`src/rtl/exc_pkg.sv`:
```
// Shared encodings and default constants for the memory-exception controller,
// so PC-select, CSR and flush logic agree on causes, vectors and regions.
package exc_pkg;

    typedef enum logic [1:0] {
        EXC_NONE = 2'b00,
        EXC_INV  = 2'b01,
        EXC_PROT = 2'b10
    } exc_cause_t;

    typedef enum logic [1:0] {
        ST_IDLE     = 2'b00,
        ST_FLUSH    = 2'b01,
        ST_REDIRECT = 2'b10
    } exc_state_t;

    localparam logic [31:0] DEF_INV_BASE     = 32'h0010_0000;
    localparam logic [31:0] DEF_PROT_LO      = 32'h0000_FF00;
    localparam logic [31:0] DEF_PROT_HI      = 32'h0001_0000;
    localparam logic [31:0] DEF_VEC_INV      = 32'h0000_0002;
    localparam logic [31:0] DEF_VEC_PROT     = 32'h0000_0004;
    localparam int          DEF_FLUSH_CYCLES = 2;

endpackage

```
`src/rtl/mem_exception_ctrl_if.sv`:
```
// Memory-stage / flush / PC-select bundle seen by the exception controller.
interface mem_exception_ctrl_if #(
    parameter int ADDR_W = 32,
    parameter int PC_W   = 32,
    parameter int CNT_W  = 8
);
    logic              i_mem_read;
    logic              i_mem_write;
    logic [ADDR_W-1:0] i_address;
    logic [PC_W-1:0]   i_pc;
    logic              i_redirect_ack;
    logic              i_cnt_clear;
    logic [1:0]        o_cause;
    logic [PC_W-1:0]   o_epc;
    logic              o_flush;
    logic              o_redirect;
    logic [PC_W-1:0]   o_vector;
    logic              o_busy;
    logic [CNT_W-1:0]  o_cnt_inv;
    logic [CNT_W-1:0]  o_cnt_prot;

    modport slave (
        input  i_mem_read, i_mem_write, i_address, i_pc, i_redirect_ack, i_cnt_clear,
        output o_cause, o_epc, o_flush, o_redirect, o_vector, o_busy, o_cnt_inv, o_cnt_prot
    );

    modport master (
        output i_mem_read, i_mem_write, i_address, i_pc, i_redirect_ack, i_cnt_clear,
        input  o_cause, o_epc, o_flush, o_redirect, o_vector, o_busy, o_cnt_inv, o_cnt_prot
    );
endinterface

```
`src/rtl/exc_sat_counter.sv`:
```
// Saturating up-counter with synchronous clear; clear wins over increment.
module exc_sat_counter #(
    parameter int CNT_W = 8
) (
    input  logic             clk,
    input  logic             rst_n,
    input  logic             inc,
    input  logic             clr,
    output logic [CNT_W-1:0] count
);

    always_ff @(posedge clk or negedge rst_n) begin
        if (!rst_n) begin
            count <= '0;
        end else if (clr) begin
            count <= '0;
        end else if (inc && (count != '1)) begin
            count <= count + CNT_W'(1);
        end
    end

endmodule

```
`src/rtl/mem_exception_ctrl.sv`:
```
// Memory-stage exception controller: classifies accesses, latches EPC/cause,
// sequences flush then redirect toward fetch, and keeps per-cause statistics.
//
// state    | meaning
// IDLE     | watching memory-stage accesses for faults
// FLUSH    | o_flush held for FLUSH_CYCLES cycles
// REDIRECT | o_redirect asserted with handler vector until fetch acks
module mem_exception_ctrl
    import exc_pkg::*;
#(
    parameter int          ADDR_W       = 32,
    parameter int          PC_W         = 32,
    parameter logic [31:0] INV_BASE     = DEF_INV_BASE,
    parameter logic [31:0] PROT_LO      = DEF_PROT_LO,
    parameter logic [31:0] PROT_HI      = DEF_PROT_HI,
    parameter logic [31:0] VEC_INV      = DEF_VEC_INV,
    parameter logic [31:0] VEC_PROT     = DEF_VEC_PROT,
    parameter int          FLUSH_CYCLES = DEF_FLUSH_CYCLES,
    parameter int          CNT_W        = 8
) (
    input  logic                 clk,
    input  logic                 rst_n,
    mem_exception_ctrl_if.slave  bus
);

    localparam logic [ADDR_W-1:0] INV_A      = ADDR_W'(INV_BASE);
    localparam logic [ADDR_W-1:0] PROT_LO_A  = ADDR_W'(PROT_LO);
    localparam logic [ADDR_W-1:0] PROT_HI_A  = ADDR_W'(PROT_HI);
    localparam logic [PC_W-1:0]   VEC_INV_P  = PC_W'(VEC_INV);
    localparam logic [PC_W-1:0]   VEC_PROT_P = PC_W'(VEC_PROT);
    localparam logic [3:0]        FLUSH_LOAD = 4'(FLUSH_CYCLES - 1);

    exc_state_t      state_q, state_d;
    logic [3:0]      fcnt_q, fcnt_d;
    exc_cause_t      cause_q;
    logic [PC_W-1:0] epc_q;
    exc_cause_t      det_cause;
    logic            accept;

    // Invalid outranks protected; both protected bounds are exclusive.
    always_comb begin
        det_cause = EXC_NONE;
        if (bus.i_mem_read || bus.i_mem_write) begin
            if (bus.i_address >= INV_A) begin
                det_cause = EXC_INV;
            end else if ((bus.i_address > PROT_LO_A) && (bus.i_address < PROT_HI_A)) begin
                det_cause = EXC_PROT;
            end
        end
    end

    assign accept = (state_q == ST_IDLE) && (det_cause != EXC_NONE);

    always_ff @(posedge clk or negedge rst_n) begin
        if (!rst_n) begin
            state_q <= ST_IDLE;
            fcnt_q  <= '0;
            cause_q <= EXC_NONE;
            epc_q   <= '0;
        end else begin
            state_q <= state_d;
            fcnt_q  <= fcnt_d;
            if (accept) begin
                cause_q <= det_cause;
                epc_q   <= bus.i_pc;
            end
        end
    end

    always_comb begin
        state_d = state_q;
        fcnt_d  = fcnt_q;
        case (state_q)
            ST_IDLE: begin
                if (accept) begin
                    state_d = ST_FLUSH;
                    fcnt_d  = FLUSH_LOAD;
                end
            end
            ST_FLUSH: begin
                if (fcnt_q == 4'd0) begin
                    state_d = ST_REDIRECT;
                end else begin
                    fcnt_d = fcnt_q - 4'd1;
                end
            end
            ST_REDIRECT: begin
                if (bus.i_redirect_ack) begin
                    state_d = ST_IDLE;
                end
            end
            default: state_d = ST_IDLE;
        endcase
    end

    assign bus.o_flush    = (state_q == ST_FLUSH);
    assign bus.o_redirect = (state_q == ST_REDIRECT);
    assign bus.o_busy     = (state_q != ST_IDLE);
    assign bus.o_cause    = cause_q;
    assign bus.o_epc      = epc_q;
    assign bus.o_vector   = (state_q != ST_REDIRECT) ? '0 :
                            (cause_q == EXC_INV)      ? VEC_INV_P : VEC_PROT_P;

    exc_sat_counter #(.CNT_W(CNT_W)) u_cnt_inv (
        .clk   (clk),
        .rst_n (rst_n),
        .inc   (accept && (det_cause == EXC_INV)),
        .clr   (bus.i_cnt_clear),
        .count (bus.o_cnt_inv)
    );

    exc_sat_counter #(.CNT_W(CNT_W)) u_cnt_prot (
        .clk   (clk),
        .rst_n (rst_n),
        .inc   (accept && (det_cause == EXC_PROT)),
        .clr   (bus.i_cnt_clear),
        .count (bus.o_cnt_prot)
    );

endmodule

```
`src/flat_wrapper.sv`:
```
// flat-port wrapper written by rule: the top's interface ports become plain ports
module mem_exception_ctrl_flat import exc_pkg::*;
#(
    parameter int          ADDR_W       = 32,
    parameter int          PC_W         = 32,
    parameter logic [31:0] INV_BASE     = DEF_INV_BASE,
    parameter logic [31:0] PROT_LO      = DEF_PROT_LO,
    parameter logic [31:0] PROT_HI      = DEF_PROT_HI,
    parameter logic [31:0] VEC_INV      = DEF_VEC_INV,
    parameter logic [31:0] VEC_PROT     = DEF_VEC_PROT,
    parameter int          FLUSH_CYCLES = DEF_FLUSH_CYCLES,
    parameter int          CNT_W        = 8
)
  (clk, rst_n, bus_i_mem_read, bus_i_mem_write, bus_i_address, bus_i_pc, bus_i_redirect_ack, bus_i_cnt_clear, bus_o_cause, bus_o_epc, bus_o_flush, bus_o_redirect, bus_o_vector, bus_o_busy, bus_o_cnt_inv, bus_o_cnt_prot);
  mem_exception_ctrl_if #(.ADDR_W(ADDR_W), .PC_W(PC_W), .CNT_W(CNT_W)) bus_i ();
  input  logic clk;
  input  logic rst_n;
  input wire logic [$bits(bus_i.i_mem_read)-1:0] bus_i_mem_read;
  input wire logic [$bits(bus_i.i_mem_write)-1:0] bus_i_mem_write;
  input wire logic [$bits(bus_i.i_address)-1:0] bus_i_address;
  input wire logic [$bits(bus_i.i_pc)-1:0] bus_i_pc;
  input wire logic [$bits(bus_i.i_redirect_ack)-1:0] bus_i_redirect_ack;
  input wire logic [$bits(bus_i.i_cnt_clear)-1:0] bus_i_cnt_clear;
  output wire logic [$bits(bus_i.o_cause)-1:0] bus_o_cause;
  output wire logic [$bits(bus_i.o_epc)-1:0] bus_o_epc;
  output wire logic [$bits(bus_i.o_flush)-1:0] bus_o_flush;
  output wire logic [$bits(bus_i.o_redirect)-1:0] bus_o_redirect;
  output wire logic [$bits(bus_i.o_vector)-1:0] bus_o_vector;
  output wire logic [$bits(bus_i.o_busy)-1:0] bus_o_busy;
  output wire logic [$bits(bus_i.o_cnt_inv)-1:0] bus_o_cnt_inv;
  output wire logic [$bits(bus_i.o_cnt_prot)-1:0] bus_o_cnt_prot;
  assign bus_i.i_mem_read = bus_i_mem_read;
  assign bus_i.i_mem_write = bus_i_mem_write;
  assign bus_i.i_address = bus_i_address;
  assign bus_i.i_pc = bus_i_pc;
  assign bus_i.i_redirect_ack = bus_i_redirect_ack;
  assign bus_i.i_cnt_clear = bus_i_cnt_clear;
  assign bus_o_cause = bus_i.o_cause;
  assign bus_o_epc = bus_i.o_epc;
  assign bus_o_flush = bus_i.o_flush;
  assign bus_o_redirect = bus_i.o_redirect;
  assign bus_o_vector = bus_i.o_vector;
  assign bus_o_busy = bus_i.o_busy;
  assign bus_o_cnt_inv = bus_i.o_cnt_inv;
  assign bus_o_cnt_prot = bus_i.o_cnt_prot;
  mem_exception_ctrl #(.ADDR_W(ADDR_W), .PC_W(PC_W), .INV_BASE(INV_BASE), .PROT_LO(PROT_LO), .PROT_HI(PROT_HI), .VEC_INV(VEC_INV), .VEC_PROT(VEC_PROT), .FLUSH_CYCLES(FLUSH_CYCLES), .CNT_W(CNT_W)) u_core (.clk(clk), .rst_n(rst_n), .bus(bus_i));
endmodule
```
`config.mk`:
```
export PLATFORM = sky130hd
export DESIGN_NAME = mem_exception_ctrl_flat
export DESIGN_NICKNAME = d
export VERILOG_FILES = /design/src/rtl/exc_pkg.sv /design/src/rtl/mem_exception_ctrl_if.sv /design/src/rtl/exc_sat_counter.sv /design/src/rtl/mem_exception_ctrl.sv /design/src/flat_wrapper.sv
export SDC_FILE = /design/constraint.sdc
export NUM_CORES = 1
export LEC_CHECK = 0
export BUFFER_PORTS_ARGS = -buffer_cell sky130_fd_sc_hd__clkbuf_2
export CAP_MARGIN = 5
export CORE_ASPECT_RATIO = 1.75
export CORE_MARGIN = 2
export CORE_UTILIZATION = 45
export CTS_CLUSTER_DIAMETER = 80
export DETAILED_ROUTE_END_ITERATION = 8
export GPL_TIMING_DRIVEN = 0
export MAX_ROUTING_LAYER = met4
export PLACE_DENSITY_LB_ADDON = 0.1
export SYNTH_ARGS = -nofsm -noshare
export SYNTH_HDL_FRONTEND = slang
export SYNTH_SLANG_ARGS = --single-unit
```
`constraint.sdc`:
```
create_clock -name clk -period 2.1 [get_ports clk]
set_clock_uncertainty 0.05 [all_clocks]
set_input_delay 0.105 -clock clk [delete_from_list [all_inputs] [get_ports clk]]
set_output_delay 0.105 -clock clk [all_outputs]
set_load 0.005 [all_outputs]
```
== Word-level counts from Yosys, hierarchy flattened ==
Index checks and enable logic that the tools add are counted.

* Muxes and demuxes: 16
* Equality and inequality tests: 12
* $lt $le $gt $ge: 3
* Add/subtract/negate cells: 3
* Reduce and logical (&&, ||, !) cells: 16

{| class="wikitable"
|+ Operator list
! operator !! number
|-
| >= comparator 32 x 21 -> 1 bit (second input constant) || 1
|-
| > comparator 32 x 16 -> 1 bit (second input constant) || 1
|-
| < comparator 32 x 17 -> 1 bit (second input constant) || 1
|-
| 2-to-1 mux 32 bit || 1
|-
| 2-to-1 mux 8 bit || 4
|-
| adder 8 x 1 -> 8 bit (second input constant) || 2
|-
| != test 8 bit (second input constant) || 2
|-
| 2-to-1 mux 2 bit || 6
|-
| nonzero test 2 bit || 5
|-
| 2-to-1 mux 4 bit || 2
|-
| one-hot mux 4 bit (2 select lines) || 1
|-
| == test 2 x 1 -> 1 bit (second input constant) || 3
|-
| logical AND 1 bit || 6
|-
| != test 2 bit (second input constant) || 3
|-
| one-hot mux 2 bit (3 select lines) || 1
|-
| AND reduction 3 bit || 2
|-
| == test 2 bit (second input constant) || 2
|-
| logical NOT 4 bit || 1
|-
| != test 2 x 1 -> 1 bit (second input constant) || 2
|-
| subtractor 4 x 1 -> 4 bit (second input constant) || 1
|-
| 2-to-1 mux 3 bit || 1
|-
| logical NOT 2 bit || 1
|-
| logical OR 1 bit || 1
|}

* Register bits: 56
* Word-level logic and storage cells: 56

== Depth between registers and ports, before layout ==
Gate-level depths: netlist of run 1.

* Depth after elaboration: 11
* Gate-level depth with buffers: 7

== Modules after synthesis ==
From an unflattened synthesis of run 1, not the netlist that was laid out.

* Cell total of the unflattened synthesis: 258
* Area, all modules: 3085.5 um2

{| class="wikitable"
|+ By module, submodules not included
! module !! times used !! cells each !! area each (um2)
|-
| mem_exception_ctrl || 1 || 160 || 2157.1
|-
| exc_sat_counter || 2 || 49 || 464.2
|}

== Worst setup path before layout of run 1 ==
OpenSTA, ideal clock, no wires.

* Path kind: reg2reg
* From: register u_core.state_q[1]
* To: register u_core.epc_q[21], in the netlist u_core.bus.o_epc[21]
* Slack: 0.376 ns
* Cell stages (with the launch flop): 5
* Arrival: 1.546 ns
* Path buffers: 1
* Library setup time: 0.127 ns
* Period minus slack after synthesis: 1.724 ns
* Data required time: 1.923 ns
* Cells stage by stage: dfrtp_1 -> nor4_4 -> a32oi_2 -> buf_6 -> mux2_1

* Word-level cells in the longest chain between the ends: 2

{| class="wikitable"
|+ Ends and longest elaborated chain
! element !! line !! text
|-
| start: declaration || mem_exception_ctrl.sv:33 || <nowiki>exc_state_t state_q, state_d;</nowiki>
|-
| start signal: assignment || mem_exception_ctrl.sv:61 || <nowiki>state_q <= state_d;</nowiki>
|-
| logical NOT 2 bit || mem_exception_ctrl.sv:52 || <nowiki>assign accept = (state_q == ST_IDLE) && (det_cause != EXC_NONE);</nowiki>
|-
| logical AND 1 bit || mem_exception_ctrl.sv:52 ||
|-
| end signal: assignment || mem_exception_ctrl.sv:65 || <nowiki>epc_q <= bus.i_pc;</nowiki>
|-
| end: declaration || mem_exception_ctrl.sv:36 || <nowiki>logic [PC_W-1:0] epc_q;</nowiki>
|}

No other way between the ends.
A chain may end at the register's enable or synchronous reset.

== Worst setup path in the final report of run 1 ==
* From: register u_core.u_cnt_inv.count[0]
* To: register u_core.u_cnt_inv.count[5]

* Word-level cells in the longest chain between the ends: 3
* Elaborated cells on any way between the ends: 6

{| class="wikitable"
|+ Ends and longest elaborated chain
! element !! line !! text
|-
| start: declaration || exc_sat_counter.sv:9 || <nowiki>output logic [CNT_W-1:0] count</nowiki>
|-
| start signal: assignment || exc_sat_counter.sv:18 || <nowiki>count <= count + CNT_W'(1);</nowiki>
|-
| adder 8 x 1 -> 8 bit or != test 8 bit (tied branches) || exc_sat_counter.sv:18, exc_sat_counter.sv:17 ||
|-
| 2-to-1 mux 8 bit or logical AND 1 bit (tied branches) || exc_sat_counter.sv:17 || <nowiki>end else if (inc && (count != '1)) begin</nowiki>
|-
| 2-to-1 mux 8 bit or nonzero test 2 bit (tied branches) || n/a ||
|}

Several ways; a longest one is shown, not always the timed one. The select of a mux whose other input is x is not followed.

==> results of run 1 <==
-- critical path: cells and delay by family, from the launching register on --
kind / cells / cell delay [ns]
AO/OA/AOI/OAI: 1 / 0.15
adder cells (fa/ha/maj): 1 / 0.29
flip-flops: 1 / 0.47
AND/OR/NAND/NOR: 3 / 0.92
-- layout make-up --
class | count | area, µm²
clock buffers | 6 | 82.6
fillers | 518 | 2040
clock inverters | 1 | 8.76
plain buffers | 36 | 280
multi-input cells | 170 | 1240
well taps | 80 | 100
flip-flops and latches | 56 | 1400
repair buffers | 157 | 958
inverters | 8 | 30.0
-- path summary, 6_finish.rpt --
check,start,end,slack [ns]
max in group asynchronous,rst_n,u_core.state_q[0],1.12
max,u_core.u_cnt_inv.count[0],u_core.u_cnt_inv.count[5],0.16
min reg2reg,u_core.bus.o_epc[21],u_core.bus.o_epc[21],0.45
max reg2reg,u_core.u_cnt_inv.count[0],u_core.u_cnt_inv.count[5],0.16
min in group asynchronous,rst_n,u_core.bus.o_epc[12],0.37
min,bus_i_cnt_clear,u_core.u_cnt_inv.count[6],0.02
-- metrics by stage --
stage | util [%] | setup WS, ns | power [µW] | cell area, µm² | std cells
floorplan | - | 0.376 | 2540 | 2950 | 270
global placement | 59.7 | 0.183 | 3120 | 3660 | 473
detailed placement | 59.8 | 0.123 | 3170 | 3670 | 473
CTS | 66.8 | 0.163 | 3840 | 4100 | 514
global route | 66.8 | 0.0268 | 4070 | 4100 | 514
finish | 66.8 | 0.156 | 3800 | 4100 | 514
-- Yosys cell counts, drive strengths merged, types with 3 or more instances --
cell / instances
a21oi: 13
and3: 3
buf: 35
dfrtp: 56
ha: 4
inv: 8
mux2: 34
nand2: 7
nand3: 7
nand4: 5
nand4b: 3
nor2: 9
nor2b: 3
nor3: 3
nor4: 7
o21ai: 10
o31ai: 4
or3: 6
or4: 3
-- cells by family (layout without fill, tap and decap cells) --
| logic type | Yosys count | count (layout) | synth area share (%) |
|---|---|---|---|
| compound gates | 30 | 30 | 6.26 |
| xor+xnor | 4 | 4 | 1.23 |
| buf+inv | 44 | 208 | 10.9 |
| fa+ha+maj | 4 | 4 | 1.76 |
| simple gates | 67 | 67 | 16.5 |
| flops | 56 | 56 | 49.4 |
| mux | 35 | 35 | 13.8 |
| other cells | 1 | 30 | 0.132 |
-- metal layers --
layer,vias to the layer above,global-route usage [%],wire [µm]
li1,1176,-,-
met3,6,4.33,426
met2,96,38.2,3650
met5,-,-,0
met4,0,6.06,85
met1,1152,20.8,2370
-- power groups by stage --
stage / Sequential, µW / Clock (µW) / Combinational [µW]
detailed placement: 1710 / 0 / 1460
global route: 1740 / 660 / 1660
floorplan: 1720 / 0 / 823
global placement: 1700 / 0 / 1420
finish: 1700 / 607 / 1490
CTS: 1700 / 629 / 1510
-- sequential cells by signal, summed over array words and instances, names as in the netlist --
| register | flops |
|---|---|
| u_core.u_cnt_inv.count | 8 |
| u_core.fcnt_q | 4 |
| u_core.bus.o_cause | 2 |
| u_core.bus.o_epc | 32 |
| u_core.u_cnt_prot.count | 8 |
| u_core.state_q | 2 |
-- repair_timing --
action / CTS / global route
gates resized for setup: 0 / 0
hold buffers: 34 / 0
endpoints found under the hold margin: 89 / 0
==> metrics.txt, run 1 <==
# TYPE chip_impl_metric gauge
chip_impl_info{name="run_status",value="finished, final reports clean"} 1
chip_impl_metric{name="htree_num_levels",unit=""} 2
chip_impl_metric{name="clk_transition_reported_paths",unit="ns"} 0.10
chip_impl_metric{name="synth.ff_latch_count",unit=""} 56
chip_impl_metric{name="final_min_period_over_clock_period",unit="%"} 92.6
chip_impl_metric{name="p_sw",unit="µW"} 1230
chip_impl_metric{name="worstPathRequired",unit="ns"} 2.29
chip_impl_metric{name="power.share.combinational",unit="%"} 39.3
chip_impl_metric{name="arrival",unit="ns"} 2.14
chip_impl_metric{name="netlist_area",unit="µm²"} 2840
chip_impl_metric{name="clock_tree.buffer_depth",unit=""} 2
chip_impl_metric{name="finalHoldViolCount",unit=""} 0
chip_impl_metric{name="ys_warn_count",unit=""} 0
chip_impl_metric{name="drt_drc_violations_left",unit=""} 0
chip_impl_metric{name="share_clk_of_total_power",unit="%"} 16.0
chip_impl_metric{name="cp_max_fo",unit=""} 10
chip_impl_info{name="cts_tree",value="yes"} 1
chip_impl_metric{name="rows",unit=""} 38
chip_impl_info{name="criticalPathCategory",value="reg -> reg"} 1
chip_impl_metric{name="postCtsSetupBuffers",unit=""} 0
chip_impl_metric{name="place.port_buffers",unit=""} 123
chip_impl_info{name="tightest_hold_check_type",value="in -> reg"} 1
chip_impl_metric{name="drive_gt1_share",unit="%"} 45.2
chip_impl_metric{name="grt_pass1_vias",unit=""} 2489
chip_impl_metric{name="relative_slew_slack",unit="%"} 48.8
chip_impl_metric{name="die_h",unit="µm"} 109
chip_impl_info{name="worst_path_max_delay_cell",value="sky130_fd_sc_hd__or4_1"} 1
chip_impl_metric{name="fp.dieArea",unit="µm²"} 6990
chip_impl_metric{name="detail_route.wirelength",unit="µm"} 6540
chip_impl_metric{name="final_net_count",unit=""} 508
chip_impl_metric{name="switching_share",unit="%"} 32.5
chip_impl_metric{name="setup_viol",unit=""} 0
chip_impl_metric{name="synth_enable_flop_cells",unit=""} 0
chip_impl_metric{name="largest_net_degree_at_the_start_of_global_routing",unit=""} 57
chip_impl_metric{name="detailedPlacementHpwl",unit="µm"} 4900
chip_impl_metric{name="max_slew.worst_pin.slew",unit="ns"} 0.768
chip_impl_info{name="cp-end-kind",value="flip-flop"} 1
chip_impl_metric{name="vias_per_cell",unit=""} 4.73
chip_impl_info{name="cp_cell_sequence",value="ha_1, nand4_1, nand3_2, or4_1, a21oi_1"} 1
chip_impl_metric{name="yosysSeqAreaShare",unit="%"} 49.4
chip_impl_info{name="clock_tree.root_cell",value="sky130_fd_sc_hd__clkbuf_8"} 1
chip_impl_metric{name="share_seq_of_total_power",unit="%"} 44.7
chip_impl_metric{name="yosysUniqueCellTypes",unit=""} 44
chip_impl_metric{name="max_freq",unit="GHz"} 0.514
chip_impl_metric{name="antenna_cells_inserted",unit=""} 0
chip_impl_metric{name="power.static_leakage",unit="µW"} 0.00206
chip_impl_metric{name="firstDrtPassIters",unit=""} 4
chip_impl_metric{name="synth_largest_type_area_fraction",unit="%"} 49.4
chip_impl_info{name="synth.area.top_cells",value="sky130_fd_sc_hd__dfrtp_1 (49%), sky130_fd_sc_hd__buf_4 (7.9%), sky130_fd_sc_hd__mux2_2 (7.5%)"} 1
chip_impl_metric{name="worstSkewPairLatency",unit="ns"} 0.31
chip_impl_metric{name="core_area",unit="µm²"} 6130
chip_impl_metric{name="drtIter0Drc",unit=""} 45
chip_impl_metric{name="tritoncts_num_sinks",unit=""} 56
chip_impl_metric{name="totalNegativeSetupSlack",unit="ns"} 0
chip_impl_info{name="most-common-layout-cells",value="sky130_fd_sc_hd__clkbuf_2 (123), sky130_fd_sc_hd__dfrtp_1 (56), sky130_fd_sc_hd__dlygate4sd3_1 (34)"} 1
chip_impl_metric{name="overflow",unit=""} 0
chip_impl_metric{name="reg2reg_depth",unit=""} 5
chip_impl_metric{name="grt_first_pass_wirelength",unit="µm"} 10900
chip_impl_metric{name="cts_buffers",unit=""} 5
chip_impl_metric{name="routed_length_per_instance",unit="µm"} 12.7
chip_impl_metric{name="antenna_violations_before_repair",unit=""} 0
chip_impl_metric{name="initial_utilization",unit="%"} 46.3
chip_impl_metric{name="slowest_delay",unit="ns"} 0.53
chip_impl_info{name="most_frequent_standard_cell_in_the_layout_excluding_fill_and_tap_cells",value="sky130_fd_sc_hd__clkbuf_2"} 1
chip_impl_metric{name="globalplace.congestion",unit=""} 0.718
chip_impl_metric{name="power.internal",unit="µW"} 2570
chip_impl_info{name="unrepaired_setup_endpoints_after_global_routing",value="false"} 1
chip_impl_metric{name="finalWorstPathRequiredPeriod",unit="ns"} 1.94
chip_impl_metric{name="detailroute.via_count",unit=""} 2430
chip_impl_metric{name="max_cap_violations",unit=""} 0
chip_impl_metric{name="groute.usage.overall",unit="%"} 20.3
chip_impl_metric{name="area.growth.synth_to_final",unit="%"} 44.3
chip_impl_info{name="synth_ff_type",value="sky130_fd_sc_hd__dfrtp_1"} 1
chip_impl_metric{name="drv_slew",unit=""} 0
chip_impl_metric{name="die_w",unit="µm"} 64.0
chip_impl_metric{name="drt.antenna.violating_nets",unit=""} 0
chip_impl_info{name="worstSetupStartpointType",value="flip-flop"} 1
chip_impl_metric{name="power.density_cell_area",unit="nW/µm²"} 927
chip_impl_metric{name="ir_worst_vdd",unit="V"} 0.000732
chip_impl_metric{name="synthCells",unit=""} 241
chip_impl_metric{name="hold-path-cell-count",unit=""} 2
chip_impl_metric{name="postSynthAreaPerCell",unit="µm²"} 11.8
chip_impl_metric{name="fin_worst_hold_slack",unit="ns"} 0.0174
chip_impl_metric{name="ys_async_sr_fraction",unit="%"} 100
chip_impl_metric{name="floorplan.io_pins",unit=""} 155
chip_impl_info{name="synth.largest_area_cell",value="sky130_fd_sc_hd__dfrtp_1"} 1
No activity file was read; power rests on OpenSTA's default activity.
==> inputs of run 2 (changes only) <==
--- a/config.mk
+++ b/config.mk
@@ -15,6 +15,7 @@
 export GPL_TIMING_DRIVEN = 0
 export MAX_ROUTING_LAYER = met4
 export PLACE_DENSITY_LB_ADDON = 0.1
+export RECOVER_POWER = 25
 export SYNTH_ARGS = -nofsm -noshare
 export SYNTH_HDL_FRONTEND = slang
 export SYNTH_SLANG_ARGS = --single-unit
==> constraint.sdc (replaced) <==
create_clock -name clk -period 1.8 [get_ports clk]
set_clock_uncertainty 0.05 [all_clocks]
set_input_delay 0.09 -clock clk [delete_from_list [all_inputs] [get_ports clk]]
set_output_delay 0.09 -clock clk [all_outputs]
set_load 0.005 [all_outputs]
==> run 2 against run 1 <==
Clock power rose by 17%. Largest power group is now combinational logic. The flow now finishes with violations (negative setup slack). Cell count is 3.9% higher. Total power increased by 25%. Global-route usage up 0.95 points.
==> metrics.txt, run 2 (synthesis results as in run 1) <==
# TYPE chip_impl_metric gauge
chip_impl_metric{name="die_w",unit="µm"} 64.0
chip_impl_info{name="cp-end-kind",value="flip-flop"} 1
chip_impl_metric{name="detailroute.via_count",unit=""} 2528
chip_impl_metric{name="hold-path-cell-count",unit=""} 5
chip_impl_metric{name="fill_cells",unit=""} 502
chip_impl_info{name="cts_tree",value="yes"} 1
chip_impl_metric{name="overflow",unit=""} 0
chip_impl_metric{name="drv_slew",unit=""} 0
chip_impl_metric{name="final_min_period_over_clock_period",unit="%"} 101
chip_impl_info{name="criticalPathCategory",value="reg -> reg"} 1
chip_impl_info{name="run_status",value="complete, but fails checks"} 1
chip_impl_metric{name="groute.usage.overall",unit="%"} 21.3
chip_impl_metric{name="grt_pass1_vias",unit=""} 2554
chip_impl_metric{name="core_area",unit="µm²"} 6130
chip_impl_metric{name="firstDrtPassIters",unit=""} 4
chip_impl_metric{name="htree_num_levels",unit=""} 2
chip_impl_metric{name="worstSkewPairLatency",unit="ns"} 0.31
chip_impl_metric{name="tritoncts_num_sinks",unit=""} 56
chip_impl_metric{name="globalplace.congestion",unit=""} 0.718
chip_impl_metric{name="drt_drc_violations_left",unit=""} 0
chip_impl_metric{name="largest_net_degree_at_the_start_of_global_routing",unit=""} 57
chip_impl_metric{name="largest_reg_flops",unit=""} 32
chip_impl_info{name="tightest_hold_check_type",value="in -> reg"} 1
chip_impl_info{name="unrepaired_setup_endpoints_after_global_routing",value="true"} 1
chip_impl_metric{name="finalHoldViolCount",unit=""} 0
chip_impl_metric{name="totalNegativeSetupSlack",unit="ns"} -0.0256
chip_impl_metric{name="cp_max_fo",unit=""} 5
chip_impl_metric{name="place.port_buffers",unit=""} 123
chip_impl_metric{name="floorplan.io_pins",unit=""} 155
chip_impl_metric{name="grt_first_pass_wirelength",unit="µm"} 11300
chip_impl_metric{name="vias_per_cell",unit=""} 4.73
chip_impl_metric{name="relative_slew_slack",unit="%"} 49.0
chip_impl_metric{name="power.static_leakage",unit="µW"} 0.00215
chip_impl_metric{name="antenna_cells_inserted",unit=""} 0
chip_impl_metric{name="area.growth.synth_to_final",unit="%"} 53.4
chip_impl_metric{name="clk_transition_reported_paths",unit="ns"} 0.10
chip_impl_metric{name="max_cap_violations",unit=""} 0
chip_impl_metric{name="final_net_count",unit=""} 528
chip_impl_metric{name="drt.antenna.violating_nets",unit=""} 0
chip_impl_metric{name="max_freq",unit="GHz"} 0.549
chip_impl_metric{name="arrival",unit="ns"} 2.02
chip_impl_metric{name="finalWorstSetupSlack",unit="ns"} -0.0216
chip_impl_metric{name="reg2reg_depth",unit=""} 6
chip_impl_metric{name="finalWorstPathRequiredPeriod",unit="ns"} 1.82
chip_impl_metric{name="detail_route.wirelength",unit="µm"} 7200
chip_impl_metric{name="max_slew.worst_pin.slew",unit="ns"} 0.766
chip_impl_metric{name="cts_buffers",unit=""} 5
chip_impl_metric{name="detailedPlacementHpwl",unit="µm"} 4900
chip_impl_metric{name="initial_utilization",unit="%"} 46.3
chip_impl_metric{name="clock_tree.buffer_depth",unit=""} 2
chip_impl_info{name="most_frequent_standard_cell_in_the_layout_excluding_fill_and_tap_cells",value="sky130_fd_sc_hd__clkbuf_2"} 1
chip_impl_metric{name="power.density_cell_area",unit="nW/µm²"} 1090
chip_impl_info{name="most-common-layout-cells",value="sky130_fd_sc_hd__clkbuf_2 (99), sky130_fd_sc_hd__dfrtp_1 (50), sky130_fd_sc_hd__buf_4 (46)"} 1
chip_impl_metric{name="die_h",unit="µm"} 109
chip_impl_metric{name="final_util",unit="%"} 71.0
chip_impl_metric{name="worstPathRequired",unit="ns"} 2.00
chip_impl_metric{name="drive_gt1_share",unit="%"} 48.0
chip_impl_metric{name="routed_length_per_instance",unit="µm"} 13.5
chip_impl_metric{name="fp.dieArea",unit="µm²"} 6990
chip_impl_info{name="worstSetupStartpointType",value="flip-flop"} 1
chip_impl_metric{name="setup_viol",unit=""} 2
chip_impl_metric{name="rows",unit=""} 38
chip_impl_info{name="violations_in_the_final_reports",value="negative setup slack"} 1
chip_impl_metric{name="drtIter0Drc",unit=""} 72
chip_impl_metric{name="ir_worst_vdd",unit="V"} 0.000843
chip_impl_info{name="clock_tree.root_cell",value="sky130_fd_sc_hd__clkbuf_8"} 1
chip_impl_metric{name="antenna_violations_before_repair",unit=""} 0
run 2: changes by cell type in the layout (fill, tap and decap cells not counted), sizes merged:
cell	previous run	this run
nand3	7	8
buf	35	53
dlygate4sd3	34	35
run 2: where the power goes:
part	internal [µW]	leakage, µW	switching (µW)
Sequential	1710	0.000686	283
Combinational	1170	0.00142	867
Clock	308	0.0000473	402
run 2: routing by layer:
metal  wire length (µm)  global-route usage (%)  vias up
li1                   -                       -     1224
met3                444                    4.64        6
met1               2570                    21.5     1202
met5                  0                       -        -
met4                 85                    6.37        0
met2               4090                    40.2       96
run 2: cell type report:
cell class	instances	area, µm²	area share, %
flip-flops and latches	56	1410	32.4
multi-input cells	171	1370	31.4
repair buffers	176	1070	24.7
plain buffers	36	280	6.44
well taps	80	100	2.30
clock buffers	6	82.6	1.90
inverters	8	30.0	0.690
clock inverters	1	8.76	0.201
run 2: critical path, stage by stage, from the launching register on:
cell	delay, ns
sky130_fd_sc_hd__dfrtp_1	0.45
sky130_fd_sc_hd__ha_4	0.20
sky130_fd_sc_hd__nand3_2	0.07
sky130_fd_sc_hd__or2_4	0.11
sky130_fd_sc_hd__nand4_1	0.22
sky130_fd_sc_hd__or4_1	0.53
sky130_fd_sc_hd__a21oi_1	0.13
run 2: timing repair:
action / in CTS / in global routing
hold buffers: 35 / 0
hold endpoints to repair: 93 / 0
gates cloned: 1 / 1
pin swaps: 7 / 10
endpoints found under the setup margin: 36 / 18
gates resized for setup: 8 / 25
setup buffers: 10 / 7
run 2: worst paths after layout:
check,startpoint,to,slack (ns)
max,u_core.u_cnt_prot.count[1],u_core.u_cnt_prot.count[7],-0.02
min,bus_i_address[24],u_core.bus.o_cause[0],0.34
max reg2reg,u_core.u_cnt_prot.count[1],u_core.u_cnt_prot.count[7],-0.02
min reg2reg,u_core.bus.o_epc[21],u_core.bus.o_epc[21],0.45
max in group asynchronous,rst_n,u_core.state_q[0],0.78
min in group asynchronous,rst_n,u_core.bus.o_epc[12],0.36
run 2: per-stage QoR:
stage | instance area, µm² | hold WS (ns) | power [µW] | setup slack [ns] | std cells
after floorplan | 2950 | -0.256 | 2960 | 0.0761 | 270
final | 4350 | 0.341 | 4740 | -0.0216 | 534
after global routing | 4350 | 0.384 | 5050 | -0.0842 | 534
after global placement | 3660 | 0.245 | 3640 | -0.109 | 473
after CTS | 4230 | 0.344 | 4620 | -0.0240 | 526
after detailed placement | 3670 | 0.195 | 3700 | -0.162 | 473
